===== config.mk =====
export PLATFORM = sky130hd
export DESIGN_NAME = apb_arbiter_flat
export DESIGN_NICKNAME = d
export VERILOG_FILES = /design/src/rtl/apb_arbiter_pkg.sv /design/src/rtl/apb_arbiter_if.sv /design/src/rtl/apb_arbiter_rr_pick.sv /design/src/rtl/apb_arbiter.sv /design/src/flat_wrapper.sv
export SDC_FILE = /design/constraint.sdc
export NUM_CORES = 1
export LEC_CHECK = 0
export CELL_PAD_IN_SITES_DETAIL_PLACEMENT = 1
export CELL_PAD_IN_SITES_GLOBAL_PLACEMENT = 1
export CORE_MARGIN = 1
export CORE_UTILIZATION = 26
export DETAILED_ROUTE_END_ITERATION = 8
export MAX_ROUTING_LAYER = met4
export PLACE_DENSITY_LB_ADDON = 0.1
export SLEW_MARGIN = 40
export SYNTH_ARGS = -nofsm -noshare
export SYNTH_HDL_FRONTEND = slang
export SYNTH_SLANG_ARGS = --single-unit

===== constraint.sdc =====
create_clock -name clk -period 1.7 [get_ports clk]
set_input_delay 0.34 -clock clk [delete_from_list [all_inputs] [get_ports clk]]
set_output_delay 0.34 -clock clk [all_outputs]
set_load 0.02 [all_outputs]

===== src/rtl/apb_arbiter_pkg.sv =====
// Shared types and default parameters for the two-requester APB bridge arbiter.
package apb_arb_pkg;

  localparam int DEF_ADDR_W  = 32;
  localparam int DEF_DATA_W  = 32;
  localparam int DEF_TIMEOUT = 16;

  typedef enum logic [1:0] {
    ST_IDLE,
    ST_ISSUE,
    ST_WAIT,
    ST_RESP
  } arb_state_t;

endpackage


===== src/rtl/apb_arbiter_if.sv =====
// Requester-side command/response signals plus the bridge-side command bus.
interface apb_arbiter_if
  import apb_arb_pkg::*;
#(
  parameter int ADDR_W = DEF_ADDR_W,
  parameter int DATA_W = DEF_DATA_W
) ();

  logic [1:0]                   req_i;
  logic [1:0]                   req_wr_i;
  logic [1:0][ADDR_W-1:0]       req_addr_i;
  logic [1:0][DATA_W-1:0]       req_wdata_i;
  logic [1:0][DATA_W/8-1:0]     req_strb_i;
  logic [1:0]                   gnt_o;
  logic [1:0]                   done_o;
  logic                         err_o;
  logic [DATA_W-1:0]            rdata_o;

  logic                         trnsfr;
  logic                         dsel;
  logic                         wr;
  logic [ADDR_W-1:0]            address;
  logic [DATA_W-1:0]            data_in;
  logic [DATA_W/8-1:0]          strb;
  logic [DATA_W-1:0]            data_out;
  logic                         ready;

  modport master (
    input  req_i, req_wr_i, req_addr_i, req_wdata_i, req_strb_i, data_out, ready,
    output gnt_o, done_o, err_o, rdata_o, trnsfr, dsel, wr, address, data_in, strb
  );

  modport slave (
    output req_i, req_wr_i, req_addr_i, req_wdata_i, req_strb_i, data_out, ready,
    input  gnt_o, done_o, err_o, rdata_o, trnsfr, dsel, wr, address, data_in, strb
  );

endinterface


===== src/rtl/apb_arbiter_rr_pick.sv =====
// Two-way round-robin pick: a lone requester always wins, a tie goes to the
// requester that did not win last time.
module apb_rr_pick (
  input  logic [1:0] req,
  input  logic       last,
  output logic [1:0] win
);

  always_comb begin
    win = 2'b00;
    case (req)
      2'b01:   win = 2'b01;
      2'b10:   win = 2'b10;
      2'b11:   win = last ? 2'b01 : 2'b10;
      default: win = 2'b00;
    endcase
  end

endmodule


===== src/rtl/apb_arbiter.sv =====
// Round-robin arbiter sharing one APB bridge between two requesters, with a
// WAIT-state timeout that completes the transfer with an error.
module apb_arbiter
  import apb_arb_pkg::*;
#(
  parameter int ADDR_W  = DEF_ADDR_W,
  parameter int DATA_W  = DEF_DATA_W,
  parameter int TIMEOUT = DEF_TIMEOUT
) (
  input  logic          clk,
  input  logic          rst_n,
  apb_arbiter_if.master bus
);

  localparam int STRB_W = DATA_W / 8;

  arb_state_t          state;
  arb_state_t          state_next;
  logic [1:0]          pick;
  logic [1:0]          win;
  logic                last;
  logic                wr_q;
  logic [ADDR_W-1:0]   addr_q;
  logic [DATA_W-1:0]   wdata_q;
  logic [STRB_W-1:0]   strb_q;
  logic [DATA_W-1:0]   rdata_q;
  logic                err_q;
  logic [7:0]          cnt;
  logic                timed_out;

  assign timed_out = (cnt == 8'(TIMEOUT - 1));

  apb_rr_pick u_pick (
    .req  (bus.req_i),
    .last (last),
    .win  (pick)
  );

  always_ff @(posedge clk or negedge rst_n) begin
    if (!rst_n) state <= ST_IDLE;
    else        state <= state_next;
  end

  always_comb begin
    state_next = state;
    case (state)
      ST_IDLE:  if (|bus.req_i) state_next = ST_ISSUE;
      ST_ISSUE: state_next = ST_WAIT;
      ST_WAIT:  if (bus.ready || timed_out) state_next = ST_RESP;
      ST_RESP:  state_next = ST_IDLE;
      default:  state_next = ST_IDLE;
    endcase
  end

  // The command is latched once in IDLE and held untouched until the next grant.
  always_ff @(posedge clk or negedge rst_n) begin
    if (!rst_n) begin
      win     <= 2'b00;
      last    <= 1'b1;
      wr_q    <= 1'b0;
      addr_q  <= '0;
      wdata_q <= '0;
      strb_q  <= '0;
      rdata_q <= '0;
      err_q   <= 1'b0;
      cnt     <= 8'd0;
    end else begin
      case (state)
        ST_IDLE: begin
          if (|bus.req_i) begin
            win     <= pick;
            last    <= pick[1];
            wr_q    <= bus.req_wr_i[pick[1]];
            addr_q  <= bus.req_addr_i[pick[1]];
            wdata_q <= bus.req_wdata_i[pick[1]];
            strb_q  <= bus.req_strb_i[pick[1]];
          end
        end
        ST_ISSUE: cnt <= 8'd0;
        ST_WAIT: begin
          // ready wins over the terminal count when both land together.
          if (bus.ready) begin
            rdata_q <= wr_q ? '0 : bus.data_out;
            err_q   <= 1'b0;
          end else if (timed_out) begin
            rdata_q <= '0;
            err_q   <= 1'b1;
          end else begin
            cnt <= cnt + 8'd1;
          end
        end
        default: cnt <= 8'd0;
      endcase
    end
  end

  assign bus.gnt_o   = (state == ST_ISSUE || state == ST_WAIT) ? win : 2'b00;
  assign bus.done_o  = (state == ST_RESP) ? win : 2'b00;
  assign bus.err_o   = (state == ST_RESP) && err_q;
  assign bus.rdata_o = rdata_q;
  assign bus.trnsfr  = (state == ST_ISSUE);
  assign bus.dsel    = (state == ST_ISSUE || state == ST_WAIT);
  assign bus.wr      = wr_q;
  assign bus.address = addr_q;
  assign bus.data_in = wdata_q;
  assign bus.strb    = strb_q;

endmodule

===== src/flat_wrapper.sv =====
// flat-port wrapper written by rule: the top's interface ports become plain ports
module apb_arbiter_flat import apb_arb_pkg::*;
#(
  parameter int ADDR_W  = DEF_ADDR_W,
  parameter int DATA_W  = DEF_DATA_W,
  parameter int TIMEOUT = DEF_TIMEOUT
)
  (clk, rst_n, bus_req_i, bus_req_wr_i, bus_req_addr_i, bus_req_wdata_i, bus_req_strb_i, bus_data_out, bus_ready, bus_gnt_o, bus_done_o, bus_err_o, bus_rdata_o, bus_trnsfr, bus_dsel, bus_wr, bus_address, bus_data_in, bus_strb);
  apb_arbiter_if #(.ADDR_W(ADDR_W), .DATA_W(DATA_W)) bus_i ();
  input  logic clk;
  input  logic rst_n;
  input wire logic [$bits(bus_i.req_i)-1:0] bus_req_i;
  input wire logic [$bits(bus_i.req_wr_i)-1:0] bus_req_wr_i;
  input wire logic [$bits(bus_i.req_addr_i)-1:0] bus_req_addr_i;
  input wire logic [$bits(bus_i.req_wdata_i)-1:0] bus_req_wdata_i;
  input wire logic [$bits(bus_i.req_strb_i)-1:0] bus_req_strb_i;
  input wire logic [$bits(bus_i.data_out)-1:0] bus_data_out;
  input wire logic [$bits(bus_i.ready)-1:0] bus_ready;
  output wire logic [$bits(bus_i.gnt_o)-1:0] bus_gnt_o;
  output wire logic [$bits(bus_i.done_o)-1:0] bus_done_o;
  output wire logic [$bits(bus_i.err_o)-1:0] bus_err_o;
  output wire logic [$bits(bus_i.rdata_o)-1:0] bus_rdata_o;
  output wire logic [$bits(bus_i.trnsfr)-1:0] bus_trnsfr;
  output wire logic [$bits(bus_i.dsel)-1:0] bus_dsel;
  output wire logic [$bits(bus_i.wr)-1:0] bus_wr;
  output wire logic [$bits(bus_i.address)-1:0] bus_address;
  output wire logic [$bits(bus_i.data_in)-1:0] bus_data_in;
  output wire logic [$bits(bus_i.strb)-1:0] bus_strb;
  assign bus_i.req_i = bus_req_i;
  assign bus_i.req_wr_i = bus_req_wr_i;
  assign bus_i.req_addr_i = bus_req_addr_i;
  assign bus_i.req_wdata_i = bus_req_wdata_i;
  assign bus_i.req_strb_i = bus_req_strb_i;
  assign bus_i.data_out = bus_data_out;
  assign bus_i.ready = bus_ready;
  assign bus_gnt_o = bus_i.gnt_o;
  assign bus_done_o = bus_i.done_o;
  assign bus_err_o = bus_i.err_o;
  assign bus_rdata_o = bus_i.rdata_o;
  assign bus_trnsfr = bus_i.trnsfr;
  assign bus_dsel = bus_i.dsel;
  assign bus_wr = bus_i.wr;
  assign bus_address = bus_i.address;
  assign bus_data_in = bus_i.data_in;
  assign bus_strb = bus_i.strb;
  apb_arbiter #(.ADDR_W(ADDR_W), .DATA_W(DATA_W), .TIMEOUT(TIMEOUT)) u_core (.clk(clk), .rst_n(rst_n), .bus(bus_i));
endmodule

# Word-level counts from Yosys, hierarchy flattened
# Index checks and enable logic that the tools add are counted.
word_totals:
  regBits: 115
  input_bits: 175
  output_inout_bits: 108
  word_cells: 57
classes:
  add_sub_neg: 1
  order_cmp: 1
  eq_ne: 11
  mux: 23
  n_bitwise: 1
  reduce_logical: 10
ops:
  columns: ["op", "count"]
  rows:
  - ["two-way mux 32 bit", 7]
  - ["two-way mux 8 bit", 2]
  - ["case mux 8 bit (2 select lines)", 1]
  - ["two-way mux 2 bit", 5]
  - ["adder 8 x 1 -> 8 bit (second input constant)", 1]
  - ["equality test 2 bit (second input constant)", 4]
  - ["equality test 8 x 4 -> 1 bit (second input constant)", 1]
  - ["two-way mux 4 bit", 2]
  - ["case mux 2 bit (4 select lines)", 1]
  - ["case mux 2 bit (3 select lines)", 1]
  - ["AND reduction 2 bit", 3]
  - ["equality test 2 x 1 -> 1 bit (second input constant)", 2]
  - ["two-way mux 1 bit", 4]
  - ["inequality test 2 x 1 -> 1 bit (second input constant)", 2]
  - ["inequality test 2 bit (second input constant)", 2]
  - ["AND reduction 3 bit", 1]
  - ["zero test 2 bit", 1]
  - ["logical OR 1 bit", 2]
  - ["< comparator 1 x 2 -> 1 bit (second input constant)", 1]
  - ["nonzero test 2 bit", 1]
  - ["OR reduction 2 bit", 1]
  - ["logical AND 1 bit", 1]
  - ["inverter 1 bit", 1]

# Depth between registers and ports, before layout
# Gate-level depths: netlist of run 1.
logic_depth:
  depth_word: 4
  mapped_depth: 8
  depth_no_buf: 5

# Cells and area by module
# A second synthesis of run 1 with hierarchy kept.
hier_totals:
  hier_cells: 462
  area_unflattened_um2: 5137.4
modules_own_cells:
  columns: ["module", "n_inst", "cells_per_inst", "area_each_um2", "seq_area_each_um2"]
  rows:
  - ["apb_arbiter", 1, 459, 5118.7, 2879.0]
  - ["apb_rr_pick", 1, 3, 18.8, 0.0]

# Worst setup path after synthesis of run 1
# Ideal clock, no wire load.
synth_timing:
  kind: "register to register"
  from: "reg u_core.state[0]"
  to: "reg u_core.addr_q[17], in the netlist u_core.bus.address[17]"
  setup_ns: 0.083
  arrival_time_ns: 1.589
  required_time_ns: 1.617
  path_slack_ns: 0.029
  stages_incl_launch_ff: 9
  path_buffers: 3
  synth_period_minus_slack_ns: 1.671
  path_cell_list: "dfrtp_1 inv_1 ha_1 buf_2 o21ai_1 clkbuf_1 clkbuf_1 nand2_1 o21ai_0"
synth_via:
  elab_chain_cells: 2
synth_lines:
  columns: ["item", "line", "rtl"]
  rows:
  - ["from (decl)", "apb_arbiter.sv:17", "arb_state_t state;"]
  - ["from (signal assigned)", "apb_arbiter.sv:41", "else state <= state_next;"]
  - ["zero test 2 bit", "apb_arbiter.sv:68", "case (state)"]
  - ["AND reduction 2 bit (no line)", null, null]
  - ["to (signal assigned)", "apb_arbiter.sv:74", "addr_q <= bus.req_addr_i[pick[1]];"]
  - ["to (decl)", "apb_arbiter.sv:23", "logic [ADDR_W-1:0] addr_q;"]
# No other way between the ends.
# A chain may end at the register's enable or synchronous reset.

# Final worst setup path of run 1
layout_timing:
  from: "reg u_core.state[0]"
  to: "out bus_gnt_o[0]"
layout_via:
  elab_chain_cells: 3
  elab_cells_between_ends: 4
  classes_between: "eq/ne: 2; mux: 1; reduce/logical: 1"
layout_lines:
  columns: ["item", "line", "rtl"]
  rows:
  - ["equality test 2 x 1 -> 1 bit / equality test 2 bit (equally long branches)", "apb_arbiter.sv:97", "assign bus.gnt_o = (state == ST_ISSUE || state == ST_WAIT) ? win : 2'b00;"]
  - ["logical OR 1 bit (*)", "apb_arbiter.sv:97", null]
  - ["two-way mux 2 bit (*)", "apb_arbiter.sv:97", null]
  - ["to (decl)", "flat_wrapper.sv:19", "output wire logic [$bits(bus_i.gnt_o)-1:0] bus_gnt_o;"]
# Every way passes the cells marked *; elsewhere a longest branch is shown, timed or not.

==> impl_metrics.yaml, run 1 <==
status:
  status: "finished with violations"
  violations: "hold timing, setup timing"
drt:
  num_vias: 4805
  wl_per_cell_um: 17.7
  routed_wirelength_mm: 18.7
  wl_met2_mm: 9.45
  route.detailed.drc: 0
  drtIter0Drc: 192
  drtPass1Iterations: 4
  top_layer: "met4"
  met1_length_mm: 7.24
  wl_met3_mm: 1.70
  post_drt_via_cell_ratio: 4.55
  ant_nets: 0
placed_design:
  place_inst: 1022
  pre_cts_ws_ps: -304
  dp_hpwl_mm: 13.9
  dpl-instance-area_um2: 8650
  port_buffers: 282
  place_congestion: 0.802
clocking:
  cts_tree: "yes"
  hold_buffers: 0
  clock_latency_ps: 430
  numCtsBuffers: 17
  htreeDepth: 4
  postCtsSetupRepairBufs: 0
  cts-root-buf: "clkbuf_16"
  cts.sinks: 115
  cts.path.max_buffers: 2
  clk_pin_slew_ps: 60
synth:
  synth-edff-count: 0
  ys.flop_type: "dfrtp_1"
  synth_cell_types: 39
  ys_seq_area_share_pct: 56.1
  yosys_warnings: 0
  synth_fp_nets: 638
  syn-cell-area_um2: 5130
  synthArstFlopShare_pct: 100
  ys_ff_latch: 115
  syn_avg_cell_area_um2: 11.2
  synthCells: 458
global_routing:
  grt.total_usage_pct: 19.3
  antenna_found_initial: 2
  grt_pass1_wl_mm: 28.7
  grt_max_degree: 116
  grt_pass1_vias: 5201
  grt.overflow.total: 0
floorplan:
  die_y_um: 143
  core.rowCount: 51
  die-width_um: 143
  core_um2: 19400
  start_util_pct: 26.5
  die_area_um2: 20300
  io_pins: 283
flow_run:
  cap_violations: 0
cells_and_area:
  nets: 957
  syn_to_final_growth_pct: 79.8
  drive_gt1_share_pct: 14.4
  final_cells: 1057
  final_cell_mix: "clkdlybuf4s50_1 (173), dfrtp_1 (114), dlygate4sd2_1 (101)"
  final_core_util_pct: 47.6
  final_area_um2: 9230
  layout_commonest_cell: "clkdlybuf4s50_1"
  fill_cells: 2152
sta:
  worstMarginPinSlew_ps: 706
  rsz0062_at_grt: "yes"
  min_period_over_period_pct: 102
  max_slew_margin_pct: 53.0
  fin_crit_ps: 1730
  fin_worst_hold_slack_ps: -32.3
  max_freq_ghz: 0.578
  worst_slack_ps: -30.4
  finalSetupViolations: 4
  slew_viol_final: 0
  finalHoldViolCount: 13
  final.setup_skew_ps: 11.2
power:
  power_frac_comb_pct: 46.5
  swShare_pct: 38.7
  total_power_mw: 15.7
  p_per_area_nw_per_um2: 1700
  p_sw_mw: 6.05
  clkPwrFrac_pct: 24.3
  p_int_mw: 9.60
  seq_power_share_pct: 29.2
  power.leakage_nw: 4.34
  irDropWorstVdd_v: 0.000616
critical_path:
  cp-startpoint: "u_core.state[0]"
  r2r-end: "u_core.bus.rdata_o[10]"
  crit_fanout: 4
  start_kind: "flip-flop"
  reg2reg_from: "u_core.cnt[4]"
  r2r_setup_slack_ps: 60
  path_class: "reg -> out"
  r2r_cells: 4
  crit_path_end_kind: "primary output"
  worstPathRequired_ps: 1360
  crit_arrival_ps: 1390
hold_path:
  hold_path_class: "in -> async"
sequential cells by signal (all words and copies together), names as in the netlist:
| register | count |
|---|---|
| u_core.win | 2 |
| u_core.bus.rdata_o | 32 |
| u_core.bus.address | 32 |
| u_core.err_q | 1 |
| u_core.last | 1 |
| u_core.bus.wr | 1 |
| u_core.cnt | 8 |
| u_core.bus.data_in | 32 |
| u_core.bus.strb | 4 |
| u_core.state | 2 |
kinds of logic (layout without fill, tap and decap cells):
group / count (synthesis) / in the layout / synth area share (%)
compound gates: 129 / 130 / 16.3
flops: 115 / 115 / 56.1
simple gates: 101 / 101 / 8.75
mux: 71 / 71 / 13.9
buf+inv: 37 / 368 / 3.73
fa+ha+maj: 5 / 5 / 1.22
other cells: 0 / 2 / 0
final cells by class:
class,instances,area (µm²),area share (%)
timing repair buffer,332,3230,35.0
sequential,115,2880,31.2
multi-input combinational,307,2150,23.3
clock buffer,19,453,4.91
tap,265,332,3.59
clock inverter,13,171,1.86
inverter,4,15.0,0.163
antenna,2,5.00,0.0542
metal layers:
| layer | up-vias | GRT usage [%] |
|---|---|---|
| met4 | 0 | 6.96 |
| li1 | 2267 | - |
| met2 | 191 | 32.6 |
| met1 | 2322 | 20.7 |
| met3 | 25 | 7.10 |
| met5 | - | - |
how the worst max path moves through the flow:
stage,depth (start not counted),endpoint,slack (ps)
final,4,bus_gnt_o[0],-30
after detailed placement,4,u_core.bus.rdata_o[3],-300
after global routing,4,bus_gnt_o[0],-90
after CTS,4,bus_gnt_o[0],-50
after floorplan,8,u_core.bus.address[17],30
after global placement,4,u_core.bus.rdata_o[26],-230
synth_stat cells (5+ instances only):
| cell type | n | area, µm² |
|---|---|---|
| o21ai_0 | 70 | 350 |
| buf_2 | 9 | 45.0 |
| mux2i_1 | 69 | 691 |
| clkbuf_1 | 16 | 60.1 |
| nand2_1 | 77 | 289 |
| a22o_1 | 34 | 298 |
| and2_1 | 5 | 31.3 |
| dfrtp_1 | 114 | 2850 |
| ha_1 | 5 | 62.6 |
| a21oi_1 | 7 | 35.0 |
| buf_4 | 5 | 37.5 |
what timing repair did:
action                                  CTS  global route
resized for setup                       153             7
gates cloned                              1             0
pin swaps                                 2             1
endpoints found under the setup margin  142            18
power groups by stage:
stage | combinational [mW] | sequential [mW] | clock (mW)
finish | 7.28 | 4.56 | 3.81
global placement | 7.71 | 4.58 | 0
floorplan | 2.35 | 5.90 | 0
detailed placement | 7.91 | 4.63 | 0
global route | 7.92 | 4.71 | 4.02
CTS | 7.40 | 4.59 | 3.89
critical path: stages, from the launching register on:
cell and delay [ps]:
dfrtp_1 380, inv_2 70, ha_4 280, and2_4 140, buf_6 110
per-stage QoR:
step,hold slack (ps),TNS [ps]
4_1_cts,52.0,-202
5_1_grt,76.1,-365
2_1_floorplan,44.4,0
3_5_place_dp,472,-17730
6_report,-32.3,-64.8
3_3_place_gp,460,-13240
Power figures use the tool's default switching activity.
==> run 2: changes to the inputs <==
CTS_CLUSTER_SIZE = 24   (was not set)
==> results of run 2 <==
Same layout as run 1: the final DEF is identical, and so are final timing and power.
